<file path="src/rtl/port_bus_master.sv">
// Purpose: port-bus initiator; turns a valid/ready read/write command stream into
//          PicoBlaze-style port_id/out_port/write_strobe/read_strobe cycles.
// Latency: write 4 cycles accept-to-ready; read 3+READ_LATENCY cycles accept-to-rsp_valid.
// Backpressure: one transaction in flight; cmd_ready low while busy, held RESP stalls commands.
// Ports: cmd_* valid/ready command in; rsp_* valid/ready read data out; busy = state != IDLE;
//        port_id/out_port/write_strobe/read_strobe drive the bus; in_port is the bus read mux.
module port_bus_master #(
    parameter int unsigned READ_LATENCY = 1,      // 1..15 cycles from read_strobe to capture
    parameter logic [7:0]  IDLE_ADDR    = 8'h00
) (
    input  logic       clk,
    input  logic       rst,
    input  logic       cmd_valid,
    output logic       cmd_ready,
    input  logic       cmd_write,
    input  logic [7:0] cmd_addr,
    input  logic [7:0] cmd_wdata,
    output logic       rsp_valid,
    input  logic       rsp_ready,
    output logic [7:0] rsp_data,
    output logic       busy,
    output logic [7:0] port_id,
    output logic [7:0] out_port,
    output logic       write_strobe,
    output logic       read_strobe,
    input  logic [7:0] in_port
);

    typedef enum logic [2:0] {
        IDLE,
        SETUP,
        WSTROBE,
        WHOLD,
        RSTROBE,
        RWAIT,
        RESP
    } state_t;

    // RWAIT lasts cnt+1 cycles, so loading LATENCY-1 gives exactly READ_LATENCY cycles.
    localparam logic [3:0] RWAIT_LOAD = 4'(READ_LATENCY - 1);

    state_t     state;
    state_t     state_nxt;
    logic       is_write;
    logic [3:0] cnt;
    logic [7:0] port_id_q;
    logic [7:0] out_port_q;
    logic [7:0] rsp_data_q;

    always_ff @(posedge clk) begin
        if (rst) begin
            state <= IDLE;
        end else begin
            state <= state_nxt;
        end
    end

    // Address/data are latched straight into the bus registers, so the bus
    // outputs never see cmd_* combinationally.
    always_ff @(posedge clk) begin
        if (rst) begin
            is_write   <= 1'b0;
            cnt        <= 4'd0;
            port_id_q  <= IDLE_ADDR;
            out_port_q <= 8'h00;
            rsp_data_q <= 8'h00;
        end else begin
            case (state)
                IDLE: begin
                    if (cmd_valid) begin
                        is_write  <= cmd_write;
                        port_id_q <= cmd_addr;
                        // reads leave out_port at its previous value
                        if (cmd_write) begin
                            out_port_q <= cmd_wdata;
                        end
                    end
                end
                RSTROBE: cnt <= RWAIT_LOAD;
                RWAIT: begin
                    if (cnt == 4'd0) begin
                        rsp_data_q <= in_port;
                    end else begin
                        cnt <= cnt - 4'd1;
                    end
                end
                default: ;
            endcase
        end
    end

    always_comb begin
        state_nxt = state;
        case (state)
            IDLE:    if (cmd_valid) state_nxt = SETUP;
            SETUP:   state_nxt = is_write ? WSTROBE : RSTROBE;
            WSTROBE: state_nxt = WHOLD;
            WHOLD:   state_nxt = IDLE;
            RSTROBE: state_nxt = RWAIT;
            RWAIT:   if (cnt == 4'd0) state_nxt = RESP;
            RESP:    if (rsp_ready) state_nxt = IDLE;
            default: state_nxt = IDLE;
        endcase
    end

    always_comb begin
        write_strobe = 1'b0;
        read_strobe  = 1'b0;
        rsp_valid    = 1'b0;
        busy         = 1'b1;
        cmd_ready    = 1'b0;
        case (state)
            IDLE: begin
                busy      = 1'b0;
                // held low during reset so nothing is offered before the FSM is known-good
                cmd_ready = ~rst;
            end
            WSTROBE: write_strobe = 1'b1;
            RSTROBE: read_strobe  = 1'b1;
            RESP:    rsp_valid    = 1'b1;
            default: ;
        endcase
    end

    assign port_id  = port_id_q;
    assign out_port = out_port_q;
    assign rsp_data = rsp_data_q;

endmodule

</file>
<file path="config.mk">
export PLATFORM = sky130hd
export DESIGN_NAME = port_bus_master
export DESIGN_NICKNAME = d
export VERILOG_FILES = /design/src/rtl/port_bus_master.sv
export SDC_FILE = /design/constraint.sdc
export NUM_CORES = 1
export LEC_CHECK = 0
export ABC_AREA = 0
export CELL_PAD_IN_SITES_DETAIL_PLACEMENT = 2
export CELL_PAD_IN_SITES_GLOBAL_PLACEMENT = 2
export CORE_ASPECT_RATIO = 0.9
export CORE_MARGIN = 10
export CORE_UTILIZATION = 21
export DETAILED_ROUTE_END_ITERATION = 7
export PLACE_DENSITY_LB_ADDON = 0.1
export SLEW_MARGIN = 0
export SYNTH_ARGS = -nofsm -noshare
export SYNTH_HDL_FRONTEND = slang
export SYNTH_SLANG_ARGS = --single-unit
</file>
<file path="constraint.sdc">
create_clock -name clk -period 1.5 [get_ports clk]
set_input_delay 0.15 -clock clk [delete_from_list [all_inputs] [get_ports clk]]
set_output_delay 0.15 -clock clk [all_outputs]
set_load 0.005 [all_outputs]
</file>
Word-level counts from Yosys, hierarchy flattened
Cells that the tools add are included.
{"block": "totals", "reg_bits": 32, "romBits": 0, "output_inout_bits": 29, "ramBits": 0, "mem_count": 0, "inputBits": 29, "latchBits": 0, "elab_cells": 37}
{"block": "op_classes", "div": 0, "n_mux": 12, "eq_ne": 9, "n_lt_le_gt_ge": 0, "n_bitwise": 1, "shifts": 0, "n_addsub": 1, "n_reduce_logical": 8, "mul": 0}
{"op": "$pmux 3 s6", "count": 1}
{"op": "$mux 3", "count": 4}
{"op": "$eq 3x3->1 const B", "count": 3}
{"op": "$ne 2x2->1 const B", "count": 4}
{"op": "$pmux 4 s2", "count": 1}
{"op": "$reduce_and 2->1", "count": 3}
{"op": "$reduce_and 3->1", "count": 2}
{"op": "$mux 1", "count": 5}
{"op": "$logic_not 4->1", "count": 1}
{"op": "$mux 4", "count": 1}
{"op": "$sub 4x1->4 const B", "count": 1}
{"op": "$eq 3x1->1 const B", "count": 1}
{"op": "$eq 3x2->1 const B", "count": 1}
{"op": "$logic_not 3->1", "count": 1}
{"op": "$reduce_bool 2->1", "count": 1}
{"op": "$not 1->1", "count": 1}

Depth between registers and ports, before layout
Gate-level depths: netlist of the first run.
{"block": "depth", "depth_word": 3, "mapped_depth": 6}

Least setup slack after synthesis of the first run
Ideal clock, no wire load.
{"block": "synth_path", "path_type": "register to register", "startpoint": "register cnt[0]", "endpoint": "register cnt[3]", "stages_incl_launch_ff": 6, "arrival_ns": 1.453, "required_ns": 1.421, "period_less_slack_ns": 1.532, "path_buffers": 0, "slack_ns": -0.032, "path_cell_list": "dfxtp_1 inv_1 ha_1 nor3b_1 or4_1 a211oi_2"}
{"block": "synth_via", "elab_chain_len": 3, "elab_cells_between_ends": 6, "classes_between": "1 x add/sub; 1 x eq/ne; 2 x mux; 2 x reduce/logical"}
{"item": "start, declared", "line_no": "45", "text": "logic [3:0] cnt;"}
{"item": "start signal, assigned", "line_no": "84", "text": "cnt <= cnt - 4'd1;"}
{"item": "$sub 4x1->4 or $logic_not 4->1 (tied branches)", "line_no": "84, 81"}
{"item": "$mux 4 or $ne 2x2->1 (tied branches)"}
{"item": "$pmux 4 s2 or $reduce_and 2->1 (tied branches)"}
Parallel ways exist; a longest one is shown, timed or not. The select of a mux whose other input is x is not followed.
A chain may end at the register's enable or synchronous reset.

Worst setup path after layout of the first run
{"block": "layout_path", "startpoint": "register state[1]", "endpoint": "register out_port_q[2], in the netlist out_port[2]"}
{"block": "layout_via", "elab_chain_len": 2}
{"item": "start, declared", "line_no": "42", "text": "state_t state;"}
{"item": "start signal, assigned", "line_no": "54", "text": "state <= state_nxt;"}
{"item": "$logic_not 3->1", "line_no": "68", "text": "case (state)"}
{"item": "$reduce_and 3->1 (no source line)"}
{"item": "end signal, assigned", "line_no": "75", "text": "out_port_q <= cmd_wdata;"}
{"item": "end, declared", "line_no": "47", "text": "logic [7:0] out_port_q;"}
Every way passes these cells.

==> metrics, run 1 <==
Detail Placement HPWL=4290 um; initial core utilization=0.214; post-synthesis cell type count=31; Worst-Skew Late Latency=290 ps; Max clock buf depth=2; syn nets=201; initial antenna violation count=0; via/cell ratio=4.59; dpl cell area=0.00217 mm^2; failing checks=negative setup slack; Final Max Slew Viols=0; period utilization=1.03; ANT cells=0; CTS sink count=32; most common cell after layout, fill and taps aside=clkdlybuf4s50_1; most frequent cells in the layout=clkdlybuf4s50_1 (52), dfxtp_1 (27), a21oi_1 (24), buf_4 (20), nand2_1 (19); Max-cap violations=0; crit path DAT=1760 ps; critical setup path kind=flip-flop to flip-flop; GRT overflow=0; share of cells above drive strength 1=0.316; reg-to-reg critical path startpoint=state[1]; vias in the first global route=1830; LEAKAGE=0.963 nW; max frequency=648 MHz; Syn Inst Count=171; global-route wire length before repair=10100 um; HP Start=cmd_addr[7]; # rows=28; Global Route Usage Sum=0.123; type of origin of the critical path=flip-flop; Worst Path Max Fanout=5; wire per inst=18.4 um; Hold Path End=port_id[7]; hold crit path type=input pin to flip-flop; Mapped Avg Cell Area=8.22 um^2; slew at the pin with the worst max-slew slack=408 ps; root buffer cell=clkbuf_8; total power=0.00261 W; reg2reg end=out_port[2]; port bufs=57; final setup margin=-43.8 ps; TritonCTS clock tree=built; worst hold slack=404 ps; pre-CTS setup slack=-187 ps; RSZ-0062 raised after global routing=yes; Hold Crit Depth=3; min Tclk post-route=1540 ps; # H-tree levels=2; Syn. warnings=0; initial DRC count=26; DIE HEIGHT=97.6 um; final hold vios=0; #FFs+latches synth=32; Area Growth Syn to Fin=87.2%; maximum VDD drop=0.410 mV; DRT Pass-1 Iters=4; final net count=285; R2R Setup Slk=-40 ps; Die Wd=106 um; outcome=complete, but fails checks; sequential fraction of the synthesis area=0.456; CP endpoint kind=flip-flop; synthesized area=0.00141 mm^2; largest net degree at the start of global routing=33; Relative slew margins=0.728; wirelength, routed=6380 um; via count of the routed design=1588; Worst Skew=5.86 ps; setup TNS=-174 ps; CTS Buf Count=5; antenna viol nets, final=0; die footprint=0.0104 mm^2; setup violators final=11; IO Pins=58; Core Area=0.00655 mm^2; GPL Wtd Cong=0.754; Clk pin slew, worst setup/hold paths=70 ps; Pwr per Cell Area=994 mW/mm^2; Worst R2R Path Depth=7; fin area=0.00263 mm^2; hold_buf cts=0; # DRC=0; critical path required time=1720 ps
==> registers in the layout, summed over array words and instances, names as in the netlist <==
signal,cells
is_write,1
port_id,8
out_port,8
state,3
rsp_data,8
cnt,4
==> Yosys cell counts (all sizes together) <==
master | instances | area [um^2]
a211oi | 2 | 20.0
a21oi | 29 | 145
a221oi | 1 | 8.76
a31oi | 2 | 12.5
and3b | 1 | 8.76
buf | 6 | 47.5
clkbuf | 10 | 37.5
dfxtp | 32 | 641
ha | 1 | 12.5
inv | 6 | 22.5
nand2 | 22 | 82.6
nand2b | 1 | 6.26
nand3 | 18 | 90.1
nand3b | 1 | 7.51
nand4 | 1 | 6.26
nand4b | 1 | 8.76
nor2 | 1 | 3.75
nor2b | 3 | 18.8
nor3b | 3 | 22.5
nor4b | 1 | 23.8
o21ai | 19 | 98.9
o21bai | 1 | 7.51
o31ai | 1 | 7.51
or3 | 3 | 18.8
or3b | 2 | 17.5
or4 | 2 | 15.0
or4b | 1 | 13.8
==> stage by stage <==
step,util,cells
after floorplan,-,171
after global placement,0.331,322
after detailed placement,0.331,322
after CTS,0.380,343
after global routing,0.401,346
final,0.401,346
==> cell type report <==
class                           count  area [um^2]
Clock buffer                        6         72.6
Tap cell                           90          113
Clock inverter                      2         35.0
Timing Repair Buffer               92          946
Multi-Input combinational cell    118          790
Inverter                            6         22.5
Sequential cell                    32          652
Fill cell                         704         3920
==> where the power goes <==
part / internal, W / switching (W) / total (W) / leakage (nW)
sequential: 0.000911 / 0.0000461 / 0.000957 / 0.263
clock: 0.000493 / 0.000354 / 0.000847 / 0.0552
combinational: 0.000475 / 0.000336 / 0.000811 / 0.645
==> cell families after synthesis <==
kind of cell	Yosys count	synth area share
adders and majority gates	1	0.00890
DFF	32	0.456
AOI/OAI and AO/OA	55	0.214
buffers and inverters	22	0.0766
and+or+nand+nor	61	0.245
==> layer usage <==
layer | GRT usage | part of all wire
met4 | 0.0479 | 0.016
met2 | 0.217 | 0.51
met3 | 0.0524 | 0.071
met1 | 0.126 | 0.40
met5 | 0 | 0
==> critical path: stages, from the launching register on <==
cell and delay (ps):
dfxtp_4 370, buf_6 130, buf_6 120, nor4b_4 300
buf_6 190, buf_12 130, nand3_1 80, a21oi_1 150
==> repair_timing <==
item	CTS	global route
setup endpoints to repair	35	35
pin swaps	6	9
setup buffers	10	3
gates resized for setup	41	36
gates cloned	3	0
==> worst max-delay path by stage <==
| stage | startpoint | end | cells past startpoint |
|---|---|---|---|
| floorplan | cnt[0] | cnt[3] | 5 |
| global placement | cmd_valid | out_port[6] | 4 |
| detailed placement | cmd_valid | out_port[0] | 4 |
| CTS | state[1] | cnt[3] | 4 |
| global route | state[1] | out_port[2] | 7 |
| finish | state[1] | out_port[2] | 7 |
No activity file was read; power rests on OpenSTA's default activity.
==> inputs of run 2 (changes only) <==
--- a/config.mk
+++ b/config.mk
@@ -9,7 +9,7 @@
 export CELL_PAD_IN_SITES_DETAIL_PLACEMENT = 2
 export CELL_PAD_IN_SITES_GLOBAL_PLACEMENT = 2
 export CORE_ASPECT_RATIO = 0.9
-export CORE_MARGIN = 10
+export CORE_MARGIN = 2
 export CORE_UTILIZATION = 21
 export DETAILED_ROUTE_END_ITERATION = 7
 export PLACE_DENSITY_LB_ADDON = 0.1
==> run 2 against run 1 <==
The flow still finishes with violations (negative setup slack). Design area decreased by 8.8%. Clock power is 0.8% higher. First-iteration DRC count is 54% higher. Global-route usage rose by 3.0 points. Critical path depth shrank 3. Flip-flop and latch count is the same. Core utilization down 3.4 points. Sequential power barely moved. Largest power group unchanged. Highest routed layer unchanged.
==> metrics, run 2 (synthesis gave the netlist of run 1 again) <==
outcome=complete, but fails checks; failing checks=negative setup slack; Die Wd=90.2 um; CTS sink count=32; via/cell ratio=4.68; final setup margin=-81.9 ps; port bufs=57; RSZ-0062 raised after global routing=yes; ANT cells=0; Max-cap violations=0; largest net degree at the start of global routing=33; met3 wire length=266 um; slew at the pin with the worst max-slew slack=382 ps; CP bufs+invs=1; HP Start=cmd_addr[0]; min Tclk post-route=1580 ps; Max clock buf depth=2; via count of the routed design=1555; maximum VDD drop=0.354 mV; period utilization=1.05; dpl cell area=0.00214 mm^2; crit path DAT=1790 ps; root buffer cell=clkbuf_8; reg-to-reg critical path startpoint=cnt[1]; wirelength, routed=5600 um; Global Route Usage Sum=0.153; Worst-Skew Late Latency=290 ps; max frequency=632 MHz; Final Max Slew Viols=0; met1 WL=2400 um; Core Area=0.00652 mm^2; Detail Placement HPWL=3860 um; Worst R2R Path Depth=4; CTS Buf Count=5; GPL Wtd Cong=0.826; initial antenna violation count=0; TritonCTS clock tree=built; fin area=0.00240 mm^2; initial core utilization=0.216; Clk pin slew, worst setup/hold paths=70 ps; share of cells above drive strength 1=0.231; Hold Path End=port_id[0]; R2R Setup Slk=-80 ps; most common cell after layout, fill and taps aside=clkdlybuf4s50_1; Relative slew margins=0.745; hold_buf cts=0; # DRC=0; global-route wire length before repair=8690 um; reg2reg end=cnt[3]; CP max stage delay=530 ps; max layer used=met4; CP max stage cell=or4_4; LEAKAGE=0.861 nW; Worst Skew=8.34 ps; final net count=271; critical setup path kind=flip-flop to flip-flop; antenna viol nets, final=0; wire per inst=16.9 um; Worst Path Max Fanout=2; hold crit path type=input pin to flip-flop; WL met2=2860 um; initial DRC count=40; Area Growth Syn to Fin=70.6%; Top Family by Delay on Critical Path=simple AND/OR/NAND/NOR gates; Hold Crit Depth=3; die footprint=0.00736 mm^2; most frequent cells in the layout=clkdlybuf4s50_1 (52), a21oi_1 (29), dfxtp_1 (27), nand2_1 (19), nand3_1 (18); critical path required time=1710 ps; CP endpoint kind=flip-flop; type of origin of the critical path=flip-flop; # H-tree levels=2; Pwr per Cell Area=1030 mW/mm^2; IO Pins=58; DRT Pass-1 Iters=4; vias in the first global route=1776; final hold vios=0; # rows=28; setup violators final=2; crit path cell chain=buf_6 -> or3_4 -> or4_4 -> a211oi_2; DIE HEIGHT=81.6 um; GRT overflow=0; setup TNS=-101 ps
run 2: timing repair:
action | CTS | global route
pin swaps | 5 | 3
setup endpoints to repair | 25 | 27
gates cloned | 0 | 1
endpoints found under the hold margin | 0 | 0
gates resized for setup | 38 | 15
buffers inserted | 4 | 1
run 2: power breakdown:
| group | switching [W] | total [W] | internal [W] |
|---|---|---|---|
| Sequential | 0.0000463 | 0.000957 | 0.000910 |
| Combinational | 0.000294 | 0.000655 | 0.000361 |
| Clock | 0.000360 | 0.000854 | 0.000494 |
run 2: per-layer routing:
layer,vias up,GRT usage
met2,34,0.286
met1,768,0.165
met3,8,0.0486
met5,-,0
met4,0,0.0600
li1,745,-
run 2: worst max-delay path by stage:
stage | startpoint | end | slack [ps] | depth (start not counted)
3_3_place_gp | cmd_valid | out_port[0] | -140 | 4
4_1_cts | cnt[0] | cnt[2] | -90 | 5
5_1_grt | cnt[1] | cnt[3] | -120 | 4
3_5_place_dp | cmd_valid | out_port[3] | -230 | 4
2_1_floorplan | cnt[0] | cnt[3] | -6 | 5
6_report | cnt[1] | cnt[3] | -80 | 4
run 2: layout make-up:
| class | count | area [um^2] |
|---|---|---|
| repair buffers | 78 | 764 |
| clock inverters | 2 | 35.0 |
| inverters | 6 | 22.5 |
| well taps | 90 | 113 |
| fillers | 750 | 4120 |
| clock buffers | 6 | 72.6 |
| multi-input cells | 118 | 738 |
| flip-flops and latches | 32 | 652 |
run 2: worst reg2reg max path, stage by stage, from the launching register on:
cell and delay, ps:
dfxtp_2 330, buf_6 110, or3_4 370, or4_4 530, a211oi_2 180
run 2: per-stage QoR:
step / hold WS, ps / std cells / total power, W / utilization / setup slack (ps)
floorplan: 286 / 171 / 0.00122 / - / -6.21
global placement: 454 / 319 / 0.00152 / 0.329 / -141
detailed placement: 459 / 319 / 0.00155 / 0.329 / -228
CTS: 406 / 331 / 0.00248 / 0.362 / -90.3
global route: 417 / 332 / 0.00259 / 0.368 / -120
finish: 411 / 332 / 0.00247 / 0.368 / -81.9
